[config.mk]
export PLATFORM = sky130hd
export DESIGN_NAME = change_dispenser
export DESIGN_NICKNAME = d
export VERILOG_FILES = /design/src/rtl/vending_pkg.sv /design/src/rtl/coin_selector.sv /design/src/rtl/change_dispenser.sv
export SDC_FILE = /design/constraint.sdc
export NUM_CORES = 1
export LEC_CHECK = 0
export ABC_AREA = 1
export CORE_MARGIN = 2
export CORE_UTILIZATION = 40
export CTS_BUF_LIST = sky130_fd_sc_hd__clkbuf_4
export DETAILED_ROUTE_END_ITERATION = 16
export PLACE_DENSITY_LB_ADDON = 0.25
export SLEW_MARGIN = 20
export SYNTH_ARGS = -nofsm -noshare
export SYNTH_HDL_FRONTEND = slang
export SYNTH_SLANG_ARGS = --single-unit
[constraint.sdc]
create_clock -name clk -period 3.3 [get_ports clk]
set_input_delay 0.33 -clock clk [delete_from_list [all_inputs] [get_ports clk]]
set_output_delay 0.33 -clock clk [all_outputs]
set_load 0.03 [all_outputs]
[src/rtl/vending_pkg.sv]
// Shared vending-machine definitions: coin denominations, coin index type, dispenser states.
// Latency: n/a (types and constants only).
// Backpressure: n/a.
package vending_pkg;

    localparam int NUM_COINS = 5;

    // Index 0..4 selects a denomination; wider than needed so 5..7 can be rejected explicitly.
    typedef logic [2:0] coin_idx_t;

    localparam coin_idx_t LAST_COIN_IDX = coin_idx_t'(NUM_COINS - 1);

    // Coin values in ascending order, indexed by coin_idx_t.
    localparam logic [7:0] COIN_VALUE [NUM_COINS] = '{8'd10, 8'd20, 8'd50, 8'd100, 8'd200};

    typedef enum logic [1:0] {
        DS_IDLE     = 2'd0,
        DS_SELECT   = 2'd1,
        DS_DISPENSE = 2'd2,
        DS_DONE     = 2'd3
    } disp_state_t;

    // Value of a denomination; out-of-range indices map to 0.
    function automatic logic [7:0] coin_value(input coin_idx_t idx);
        logic [7:0] v;
        case (idx)
            3'd0:    v = COIN_VALUE[0];
            3'd1:    v = COIN_VALUE[1];
            3'd2:    v = COIN_VALUE[2];
            3'd3:    v = COIN_VALUE[3];
            3'd4:    v = COIN_VALUE[4];
            default: v = 8'd0;
        endcase
        return v;
    endfunction

endpackage

[src/rtl/coin_selector.sv]
// Greedy pick of the largest stocked denomination not exceeding the remaining amount.
// Latency: purely combinational.
// Backpressure: none; evaluated every cycle, consumed only while the dispenser is selecting.
module coin_selector
    import vending_pkg::*;
(
    input  logic [7:0]           remaining,
    input  logic [NUM_COINS-1:0] avail,
    output logic                 found,
    output coin_idx_t            idx
);

    // Ascending scan: the last qualifying denomination wins, which is the largest.
    always_comb begin
        found = 1'b0;
        idx   = '0;
        for (int i = 0; i < NUM_COINS; i++) begin
            if (avail[i] && (COIN_VALUE[i] <= remaining)) begin
                found = 1'b1;
                idx   = coin_idx_t'(i);
            end
        end
    end

endmodule

[src/rtl/change_dispenser.sv]
// Change payout: accepts an amount, ejects coins greedily one per handshake, reports shortfall.
// Latency: first coin 1 cycle after acceptance; one coin per 2 cycles with ack held high; done 1 cycle after last ack.
// Backpressure: change_ready only in IDLE; a coin is held stable on coin_out until coin_ack.
// Optional build macro CHANGE_DISPENSER_STATS_EN adds coins_total / shortfall_events counters.
module change_dispenser
    import vending_pkg::*;
#(
    parameter int INV_W      = 4,
    parameter int INIT_COUNT = 8
)
(
    input  logic        clk,
    input  logic        rst,
    input  logic [7:0]  change_in,
    input  logic        change_valid,
    output logic        change_ready,
    output logic [7:0]  coin_out,
    output logic        coin_valid,
    input  logic        coin_ack,
    input  logic        refill_valid,
    input  logic [2:0]  refill_idx,
    output logic        busy,
    output logic        done,
`ifdef CHANGE_DISPENSER_STATS_EN
    output logic [15:0] coins_total,
    output logic [7:0]  shortfall_events,
`endif
    output logic [7:0]  shortfall
);

    localparam logic [1:0] S_IDLE     = DS_IDLE;
    localparam logic [1:0] S_SELECT   = DS_SELECT;
    localparam logic [1:0] S_DISPENSE = DS_DISPENSE;
    localparam logic [1:0] S_DONE     = DS_DONE;

    localparam logic [INV_W-1:0] INV_MAX  = '1;
    localparam logic [INV_W-1:0] INV_INIT = INV_W'(INIT_COUNT);

    logic [1:0]             state;
    logic [7:0]             remaining;
    coin_idx_t              sel_idx;
    logic [INV_W-1:0]       inv [NUM_COINS];

    logic [NUM_COINS-1:0]   avail;
    logic [NUM_COINS-1:0]   inv_inc;
    logic [NUM_COINS-1:0]   inv_dec;
    logic                   pick_found;
    coin_idx_t              pick_idx;
    logic                   ack_take;
    logic                   refill_hit;

    assign change_ready = (state == S_IDLE);
    assign coin_valid   = (state == S_DISPENSE);
    assign busy         = (state != S_IDLE);
    assign done         = (state == S_DONE);

    // An ack only counts while a coin is actually presented.
    assign ack_take   = coin_valid && coin_ack;
    assign refill_hit = refill_valid && (refill_idx <= LAST_COIN_IDX);

    coin_selector u_coin_selector (
        .remaining (remaining),
        .avail     (avail),
        .found     (pick_found),
        .idx       (pick_idx)
    );

    // Per-denomination stock flags and the increment/decrement requests for this cycle.
    always_comb begin
        avail   = '0;
        inv_inc = '0;
        inv_dec = '0;
        for (int d = 0; d < NUM_COINS; d++) begin
            avail[d]   = (inv[d] != '0);
            inv_inc[d] = refill_hit && (refill_idx == coin_idx_t'(d));
            inv_dec[d] = ack_take && (sel_idx == coin_idx_t'(d));
        end
    end

    // Payout sequencer: latch amount, pick a coin, wait for its ack, repeat, then report.
    always_ff @(posedge clk) begin
        if (rst) begin
            state     <= S_IDLE;
            remaining <= '0;
            coin_out  <= '0;
            sel_idx   <= '0;
            shortfall <= '0;
        end else begin
            case (state)
                S_IDLE: begin
                    if (change_valid) begin
                        remaining <= change_in;
                        state     <= S_SELECT;
                    end
                end
                S_SELECT: begin
                    if (pick_found && (remaining != 8'd0)) begin
                        coin_out <= coin_value(pick_idx);
                        sel_idx  <= pick_idx;
                        state    <= S_DISPENSE;
                    end else begin
                        shortfall <= remaining;
                        state     <= S_DONE;
                    end
                end
                S_DISPENSE: begin
                    // Selection guaranteed coin_out <= remaining, so no underflow here.
                    if (coin_ack) begin
                        remaining <= remaining - coin_out;
                        coin_out  <= '0;
                        state     <= S_SELECT;
                    end
                end
                S_DONE: begin
                    state <= S_IDLE;
                end
                default: begin
                    state <= S_IDLE;
                end
            endcase
        end
    end

    // Inventory counters: saturating refill, decrement on ack, simultaneous hit cancels out.
    always_ff @(posedge clk) begin
        for (int d = 0; d < NUM_COINS; d++) begin
            if (rst) begin
                inv[d] <= INV_INIT;
            end else if (inv_inc[d] && !inv_dec[d]) begin
                if (inv[d] != INV_MAX) begin
                    inv[d] <= inv[d] + 1'b1;
                end
            end else if (inv_dec[d] && !inv_inc[d]) begin
                inv[d] <= inv[d] - 1'b1;
            end
        end
    end

`ifdef CHANGE_DISPENSER_STATS_EN
    // Saturating usage counters, cleared only by reset.
    always_ff @(posedge clk) begin
        if (rst) begin
            coins_total      <= '0;
            shortfall_events <= '0;
        end else begin
            if (ack_take && (coins_total != 16'hFFFF)) begin
                coins_total <= coins_total + 16'd1;
            end
            if (done && (shortfall != 8'd0) && (shortfall_events != 8'hFF)) begin
                shortfall_events <= shortfall_events + 8'd1;
            end
        end
    end
`endif

endmodule

==> results of run 1 <==
layout by cell type, fill, tap and decap left out, drive strengths merged:
| master | n |
|---|---|
| nor4 | 4 |
| clkinv | 4 |
| xnor2 | 8 |
| nand4 | 4 |
| edfxtp | 20 |
| a21oi | 33 |
| nor3 | 8 |
| xor2 | 9 |
| a21o | 1 |
| ha | 25 |
| nand3b | 1 |
| dfxtp | 28 |
| buf | 4 |
| mux2i | 1 |
| a211oi | 4 |
| nand2 | 80 |
| or2 | 1 |
| o22ai | 4 |
| clkbuf | 5 |
| fa | 2 |
| conb | 1 |
| a221oi | 1 |
| nor2 | 65 |
| clkdlybuf4s50 | 34 |
| a31oi | 1 |
| a21boi | 1 |
| nand3 | 38 |
| o21ai | 30 |
| inv | 64 |
report_power, final:
part | internal (mW) | total [mW] | switching [mW] | leakage [nW]
registers | 0.760 | 0.915 | 0.155 | 0.423
logic | 0.626 | 1.66 | 1.03 | 1.19
clock network | 0.0788 | 0.276 | 0.197 | 0.0324
worst reg2reg max path, delay by kind of cell, from the launching register on:
kind                       cells  cell delay [ns]
and+or+nand+nor                6             0.97
adders and majority gates      2             0.71
DFF                            1             0.37
buffers and inverters          3             0.26
AOI/OAI and AO/OA              2             0.22
xor gates and xnor gates       1             0.15
cell type report:
cell class,count,area share [%]
Inverter,65,6.51
Timing Repair Buffer,38,9.88
Sequential cell,48,31.0
Tap cell,102,3.40
Multi-Input combinational cell,322,47.9
Clock buffer,5,1.00
Clock inverter,3,0.367
cell usage after synthesis (all sizes together):
cell type	instances	area (sq um)
nand2	80	305
nor2	65	254
inv	64	240
nand3	38	213
a21oi	33	169
o21ai	30	150
dfxtp	28	561
ha	25	313
edfxtp	20	601
xor2	9	78.8
nor3	8	40.0
xnor2	8	70.1
buf	6	51.3
clkbuf	5	20.0
a211oi	4	30.0
nand4	4	25.0
nor4	4	25.0
o22ai	4	25.0
fa	2	40.0
a21boi	1	7.51
a21o	1	7.51
a221oi	1	8.76
a31oi	1	6.26
clkinv	1	3.75
conb	1	3.75
mux2i	1	10.0
nand3b	1	7.51
or2	1	6.26
logic make-up after synthesis:
| logic type | synth area share, % |
|---|---|
| buffers and inverters | 9.64 |
| flip-flops | 35.5 |
| adder cells (fa/ha/maj) | 10.8 |
| other | 0.115 |
| AO/OA/AOI/OAI | 12.4 |
| XOR/XNOR | 4.55 |
| AND/OR/NAND/NOR | 26.8 |
| multiplexers | 0.306 |
worst max path at each step:
stage	end	slack, ns
6_report	inv[4][3]	0.40
5_1_grt	inv[4][3]	0.10
4_1_cts	inv[4][3]	0.43
3_3_place_gp	inv[4][3]	0.66
3_5_place_dp	inv[4][3]	0.52
2_1_floorplan	inv[4][3]	0.67
registers in the layout, indices dropped and copies added, names as in the netlist:
| signal | flops |
|---|---|
| remaining | 8 |
| inv | 20 |
| shortfall | 8 |
| coin_out | 7 |
| state | 2 |
| sel_idx | 3 |
per-stage QoR:
stage | cells | worst slack [ns]
3_5_place_dp | 575 | 0.522
4_1_cts | 583 | 0.435
2_1_floorplan | 446 | 0.674
3_3_place_gp | 575 | 0.658
6_report | 583 | 0.401
5_1_grt | 583 | 0.101
routing by layer:
| metal | vias up | GRT usage, % | part of all wire, % |
|---|---|---|---|
| met1 | 1307 | 24.2 | 47 |
| met4 | 0 | 5.68 | 1.9 |
| met5 | - | 0 | 0 |
| met2 | 81 | 28.3 | 45 |
| li1 | 1528 | - | - |
| met3 | 9 | 2.79 | 5.9 |
==> results.txt, run 1 <==
----------------------------------------------------
[Outcome]
  Outcome ... completed

[Detailed routing]
  Post-route DRC violation count ... 0
  Number of nets with antenna violations after detailed routing ... 0
  Routed vias/inst ... 5.02
  Final WL ... 7.28 mm
  Vias post-DR ... 2925
  Number of optimization iterations in the first detailed-route pass ... 4
  Post-DR wirelength/cell ... 12.5 um
  Number of DRC violations after detailed-routing iteration 0 ... 115

[Worst setup path]
  Critical Path Stages ... 14
  End of the worst register-to-register path ... inv[4][3]
  Kind of cell adding the most delay to the critical path ... simple AND/OR/NAND/NOR gates
  Buffers plus inverters on the worst setup path ... 3
  Crit path capture type ... flop
  Worst Path Required ... between 3 and 4 ns
  Cell type of the slowest stage on the worst timing path ... sky130_fd_sc_hd__nor3_1
  Startpoint type of the worst setup path ... flop
  Launch point of the worst reg-to-reg path ... state[0]
  Largest fanout on the critical path ... 8
  Depth of the most critical reg-to-reg path ... 14
  CP Class ... flop to flop
  Arrival time worst endpoint ... 3.03 ns
  Cells along the critical path ... inv_1 -> ha_1 -> nand2_1 -> nor2_1 -> inv_1 -> nor2_1 -> inv_1 -> nor3_1 -> ha_1 -> a21oi_1 -> nand2_1 -> xor2_1 -> nand2_1 -> o21ai_0
  FF-to-FF setup slack ... 0.40 ns
  Biggest cell delay along the critical path ... 0.42 ns
  Worst setup path start ... state[0]

[GRT]
  Largest net degree at the start of global routing ... 23
  Initial antenna violation count ... 0
  Overall overflow remaining after global route ... 0
  GRT Overall Usage ... 17.6%
  Global-route wire length before repair ... 12.6 mm
  Via count of the first global-routing pass ... 2758

[Floorplanning]
  I/O pin count ... 36
  Chip height ... 94.4 um
  Initial core utilization ... 41.9%
  Core outline area ... 7810 sq um
  Die span in x ... 94.4 um
  Die Footprint ... between 8000 and 9000 sq um
  Total number of placement rows ... 32

[CTS]
  Resized Gates After CTS ... 0
  # hold bufs at CTS ... 0
  Clock Sinks ... 48
  Cell at the root of the clock tree ... sky130_fd_sc_hd__clkbuf_4
  CTS tree ... yes
  Setup repair bufs after CTS ... 0
  Insertion delay of the later-clocked pin in the worst-skew pair ... 0.37 ns
  Total clock buffers created by CTS ... 5
  Clock edge transition at the registers on the reported setup and hold paths ... 0.15 ns
  Clock Tree Buf Depth ... 2
  H-tree depth reported by CTS ... 2

[Power and ir drop]
  Leakage component of the power ... 1.64 nW
  Power density relative to cell area ... 760 nW/um^2
  Max IR drop VDD ... between 0.6 and 0.7 mV
  Overall Power ... around 2.9 mW

[Hold path]
  Hold Path Stages ... 2
  Hold worst-path end ... shortfall[5]
  Min-Delay Startpoint ... shortfall[5]
  HP Class ... flop to flop

[Logic synthesis]
  Yosys warning total ... 0
  Post-synthesis cell type count ... 39
  Net count of the mapped netlist ... 489
  Instance count of the mapped netlist ... 446
  Portion of the post-synthesis area used by sequential elements ... 35.5%
  Syn_area_per_cell ... 7.34 sq um
  Post-synthesis instance area ... about 3300 sq um
  Total of flip-flops plus latches after synthesis ... 48

[Placed design]
  Buffers on Ports ... 34
  Cell area after placement ... 3700 sq um
  Post-DP HPWL ... 5.59 mm
  Final estimated routing congestion in global placement ... 0.790

[STA]
  Final setup violation count ... 0
  Endpoints failing hold ... 0
  Worst hold-check slack ... 0.497 ns
  Setup TNS ... 0 ns
  Highest clock frequency the design can meet ... 345 MHz
  Final max-slew violation count ... 0
  Setup repair after global routing missed its margin ... false
  Setup skew after layout ... 0.00995 ns
  Period utilisation layout ... ~88%
  Transition time at the pin with the least slew margin ... ~0.64 ns
  Max transition margin ... 57.3%
  Final min period ... slightly below 3 ns

[Layout]
  Area taken by flip-flops and latches ... 1160 sq um
  Total area of multi-input combinational cells ... 1800 sq um
  Diode count ... 0
  Filler Cell Count ... 811
  Layout-stage area growth over the synthesis result ... 14.6%
  Fraction of layout cells with a size suffix above 1 ... 4.57%
  Post-layout nets ... 523
  Final core utilization ... 48.0%
  Design Area, Final ... 3750 sq um

[Flow run]
  Number of max-capacitance violations reported ... 0

----------------------------------------------------
No activity file was read; power rests on OpenSTA's default activity.
==> inputs of run 2 (changes only) <==
--- a/config.mk
+++ b/config.mk
@@ -5,7 +5,6 @@
 export SDC_FILE = /design/constraint.sdc
 export NUM_CORES = 1
 export LEC_CHECK = 0
-export ABC_AREA = 1
 export CORE_MARGIN = 2
 export CORE_UTILIZATION = 40
 export CTS_BUF_LIST = sky130_fd_sc_hd__clkbuf_4
==> results.txt, run 2 <==
----------------------------------------------------
[STA]
  Endpoints failing hold ... 0 (unchanged)
  Final max-slew violation count ... 0 (unchanged)
  Setup skew after layout ... 0.00783 ns (was 0.00995 ns)
  Setup TNS ... 0 ns (unchanged)
  Setup repair after global routing missed its margin ... false (unchanged)
  Highest clock frequency the design can meet ... 354 MHz (was 345 MHz)
  Setup slack of the critical path after layout ... 0.474 ns (was 0.401 ns)
  Transition time at the pin with the least slew margin ... 0.999 ns (was 0.639 ns)
  Max transition margin ... 33.1% (was 57.3%)
  Final setup violation count ... 0 (unchanged)
  Period utilisation layout ... 85.6% (was 87.9%)
  Final min period ... 2.83 ns (was 2.90 ns)
  Worst hold-check slack ... 0.442 ns (was 0.497 ns)

[Floorplanning]
  Chip height ... 93.4 um (was 94.4 um)
  Core outline area ... 7730 sq um (was 7810 sq um)
  Die Footprint ... 8730 sq um (was 8920 sq um)
  I/O pin count ... 36 (unchanged)
  Total number of placement rows ... 32 (unchanged)
  Die span in x ... 93.4 um (was 94.4 um)
  Initial core utilization ... 41.4% (was 41.9%)

[Logic synthesis]
  Area leader, netlist ... sky130_fd_sc_hd__edfxtp_1 (unchanged)
  Share of Yosys cell area claimed by the top area cell type ... 18.8% (was 18.4%)
  Adder-Cell Fraction of Synth Area ... 11.0% (was 10.8%)
  Area fraction in compound gates after synthesis ... 17.6% (was 12.4%)
  Post-synthesis instance area ... 3200 sq um (was 3270 sq um)
  Yosys warning total ... 0 (unchanged)
  Number of enable flip-flop cells after synthesis ... 20 (unchanged)
  Post-Synth XOR/XNOR Area ... 2.46% (was 4.55%)
  Portion of the post-synthesis area used by sequential elements ... 36.3% (was 35.5%)
  Async S/R FF share, synth ... 0% (unchanged)
  Total of flip-flops plus latches after synthesis ... 48 (unchanged)
  Instance count of the mapped netlist ... 357 (was 446)
  Simple-gate share of the synthesized area ... 22.4% (was 26.8%)
  Net count of the mapped netlist ... 400 (was 489)
  Cell with the most instances after synthesis ... sky130_fd_sc_hd__nor2_1 (was sky130_fd_sc_hd__nand2_1)
  Synth top area cells ... sky130_fd_sc_hd__edfxtp_1 19%, sky130_fd_sc_hd__dfxtp_1 18%, sky130_fd_sc_hd__ha_1 9.8% (was sky130_fd_sc_hd__edfxtp_1 18%, sky130_fd_sc_hd__dfxtp_1 17%, sky130_fd_sc_hd__ha_1 9.6%)
  Leading cell types by count after synthesis ... 54 x sky130_fd_sc_hd__nor2_1, 28 x sky130_fd_sc_hd__dfxtp_1, 27 x sky130_fd_sc_hd__inv_1, 25 x sky130_fd_sc_hd__ha_1, 20 x sky130_fd_sc_hd__edfxtp_1 (was 78 x sky130_fd_sc_hd__nand2_1, 63 x sky130_fd_sc_hd__nor2_1, 61 x sky130_fd_sc_hd__inv_1, 35 x sky130_fd_sc_hd__nand3_1, 32 x sky130_fd_sc_hd__a21oi_1)
  Syn_area_per_cell ... 8.96 sq um (was 7.34 sq um)
  Multiplexer area fraction after synthesis ... 5.40% (was 0.306%)
  Post-synthesis cell type count ... 63 (was 39)
  Dominant combinational cell family by area after synthesis ... simple AND/OR/NAND/NOR gates (unchanged)
  Dominant register cell in the synthesized netlist ... sky130_fd_sc_hd__dfxtp_1 (unchanged)

[Layout]
  Most common cell after layout, fill and taps aside ... sky130_fd_sc_hd__nor2_1 (was sky130_fd_sc_hd__nand2_1)
  Number of flip-flops in the largest register ... 20 (unchanged)
  Fraction of layout cells with a size suffix above 1 ... 5.64% (was 4.57%)
  Commonest cells after routing, fill and taps aside ... 54 x sky130_fd_sc_hd__nor2_1, 33 x sky130_fd_sc_hd__clkdlybuf4s50_1, 28 x sky130_fd_sc_hd__dfxtp_1, 27 x sky130_fd_sc_hd__inv_1, 25 x sky130_fd_sc_hd__ha_1 (was 78 x sky130_fd_sc_hd__nand2_1, 63 x sky130_fd_sc_hd__nor2_1, 61 x sky130_fd_sc_hd__inv_1, 35 x sky130_fd_sc_hd__nand3_1, 34 x sky130_fd_sc_hd__clkdlybuf4s50_1)
  Layout-stage area growth over the synthesis result ... 15.2% (was 14.6%)
  Largest register by flop count ... inv (unchanged)
  Area taken by flip-flops and latches ... 1160 sq um (unchanged)
  Diode count ... 0 (unchanged)
  Post-layout nets ... 432 (was 523)
  Registers with the most flip-flops ... inv (20), remaining (8), shortfall (8) (unchanged)
  Total area of multi-input combinational cells ... 1890 sq um (was 1800 sq um)
  Filler Cell Count ... 736 (was 811)

[Detailed routing]
  Vias post-DR ... 2703 (was 2925)
  Number of optimization iterations in the first detailed-route pass ... 4 (unchanged)
  Number of DRC violations after detailed-routing iteration 0 ... 151 (was 115)
  Final WL ... 7.40 mm (was 7.28 mm)
  Post-DR wirelength/cell ... 15.0 um (was 12.5 um)
  Post-route DRC violation count ... 0 (unchanged)
  Routed vias/inst ... 5.49 (was 5.02)
  Number of nets with antenna violations after detailed routing ... 0 (unchanged)

[Worst setup path]
  Startpoint type of the worst setup path ... flop (unchanged)
  Launch point of the worst reg-to-reg path ... state[0] (unchanged)
  Capture point of the critical path ... inv[4][3] (unchanged)
  End of the worst register-to-register path ... inv[4][3] (unchanged)
  Worst setup path start ... state[0] (unchanged)
  Depth of the most critical reg-to-reg path ... 10 (was 14)
  Worst Path Required ... 3.53 ns (was 3.43 ns)
  Arrival time worst endpoint ... 3.06 ns (was 3.03 ns)
  Largest fanout on the critical path ... 6 (was 8)
  Crit path capture type ... flop (unchanged)
  FF-to-FF setup slack ... 0.47 ns (was 0.40 ns)
  CP Class ... flop to flop (unchanged)

[Power and ir drop]
  Max IR drop VDD ... 0.484 mV (was 0.655 mV)
  Power density relative to cell area ... 718 nW/um^2 (was 760 nW/um^2)
  Leakage component of the power ... 1.41 nW (was 1.64 nW)

[CTS]
  CTS tree ... yes (unchanged)
  Setup repair bufs after CTS ... 0 (unchanged)
  Clock Tree Buf Depth ... 2 (unchanged)
  # hold bufs at CTS ... 0 (unchanged)
  Clock Sinks ... 48 (unchanged)
  Resized Gates After CTS ... 0 (unchanged)
  Cell at the root of the clock tree ... sky130_fd_sc_hd__clkbuf_4 (unchanged)
  Total clock buffers created by CTS ... 5 (unchanged)
  Clock edge transition at the registers on the reported setup and hold paths ... 0.15 ns (about the same)
  Insertion delay of the later-clocked pin in the worst-skew pair ... 0.37 ns (about the same)
  H-tree depth reported by CTS ... 2 (unchanged)

[Placed design]
  Post-DP HPWL ... 5.49 mm (was 5.59 mm)
  Worst slack at placement ... 0.309 ns (was 0.522 ns)
  Final estimated routing congestion in global placement ... 0.791 (was 0.790)
  Buffers on Ports ... 34 (unchanged)

[GRT]
  Overall overflow remaining after global route ... 0 (unchanged)
  Via count of the first global-routing pass ... 2617 (was 2758)
  Global-route wire length before repair ... 12.4 mm (was 12.6 mm)
  Initial antenna violation count ... 0 (unchanged)
  Largest net degree at the start of global routing ... 64 (was 23)
  GRT Overall Usage ... 17.7% (was 17.6%)

[Hold path]
  Min-Delay Startpoint ... rst (was shortfall[5])
  HP Class ... input pin to flop (was flop to flop)

[Flow run]
  Number of max-capacitance violations reported ... 0 (unchanged)

[Outcome]
  Outcome ... completed (unchanged)

----------------------------------------------------
[run 2: critical path, stage by stage (launching register included)]
cell	delay [ns]
sky130_fd_sc_hd__dfxtp_1	0.36
sky130_fd_sc_hd__inv_1	0.13
sky130_fd_sc_hd__ha_1	0.19
sky130_fd_sc_hd__and3b_1	0.29
sky130_fd_sc_hd__nand3b_1	0.13
sky130_fd_sc_hd__nor3_1	0.49
sky130_fd_sc_hd__ha_1	0.34
sky130_fd_sc_hd__a21o_1	0.18
sky130_fd_sc_hd__a21oi_1	0.17
sky130_fd_sc_hd__xor2_1	0.21
sky130_fd_sc_hd__mux2i_1	0.22
[run 2: kinds of logic after synthesis]
| family | Yosys count |
|---|---|
| buffers and inverters | 38 |
| adders and majority gates | 27 |
| and+or+nand+nor | 139 |
| AOI/OAI and AO/OA | 78 |
| muxes | 17 |
| other | 1 |
| xor gates and xnor gates | 9 |
| DFF | 48 |
[run 2: through the flow]
| step | util, % | power (mW) | area [sq um] | cells |
|---|---|---|---|---|
| after global placement | 47.0 | 2.33 | 3630 | 484 |
| after CTS | 47.7 | 2.65 | 3680 | 492 |
| after detailed placement | 47.0 | 2.36 | 3630 | 484 |
| after global routing | 47.7 | 2.86 | 3680 | 492 |
| final | 47.7 | 2.64 | 3680 | 492 |
| after floorplan | - | 1.96 | 3200 | 357 |
[run 2: per-layer routing]
metal  part of all wire, %  vias to the layer above  wire, um  global-route usage, %
met5                     0                        -         0                      0
met2                    47                       39      3510                   28.3
met4                  0.63                        0        47                   3.55
li1                      -                     1365         -                      -
met3                   3.5                        5       257                   3.06
met1                    48                     1294      3580                   25.1
[run 2: report_power, final]
part / internal (mW) / switching, mW / total (mW)
Clock: 0.0816 / 0.208 / 0.290
Combinational: 0.610 / 0.846 / 1.46
Sequential: 0.735 / 0.163 / 0.898
[run 2: final cells by class]
type,count,area share (%)
Clock inverter,3,0.475
Tap cell,102,3.46
Inverter,27,2.75
Sequential cell,48,31.5
Multi-Input combinational cell,271,51.3
Clock buffer,5,1.02
Timing Repair Buffer,36,9.51
[run 2: how the worst min path moves through the flow]
stage | to | cells past startpoint
finish | inv[4][3] | 3
detailed placement | remaining[0] | 2
CTS | inv[4][3] | 3
global route | inv[4][3] | 3
global placement | remaining[0] | 2
floorplan | remaining[0] | 2
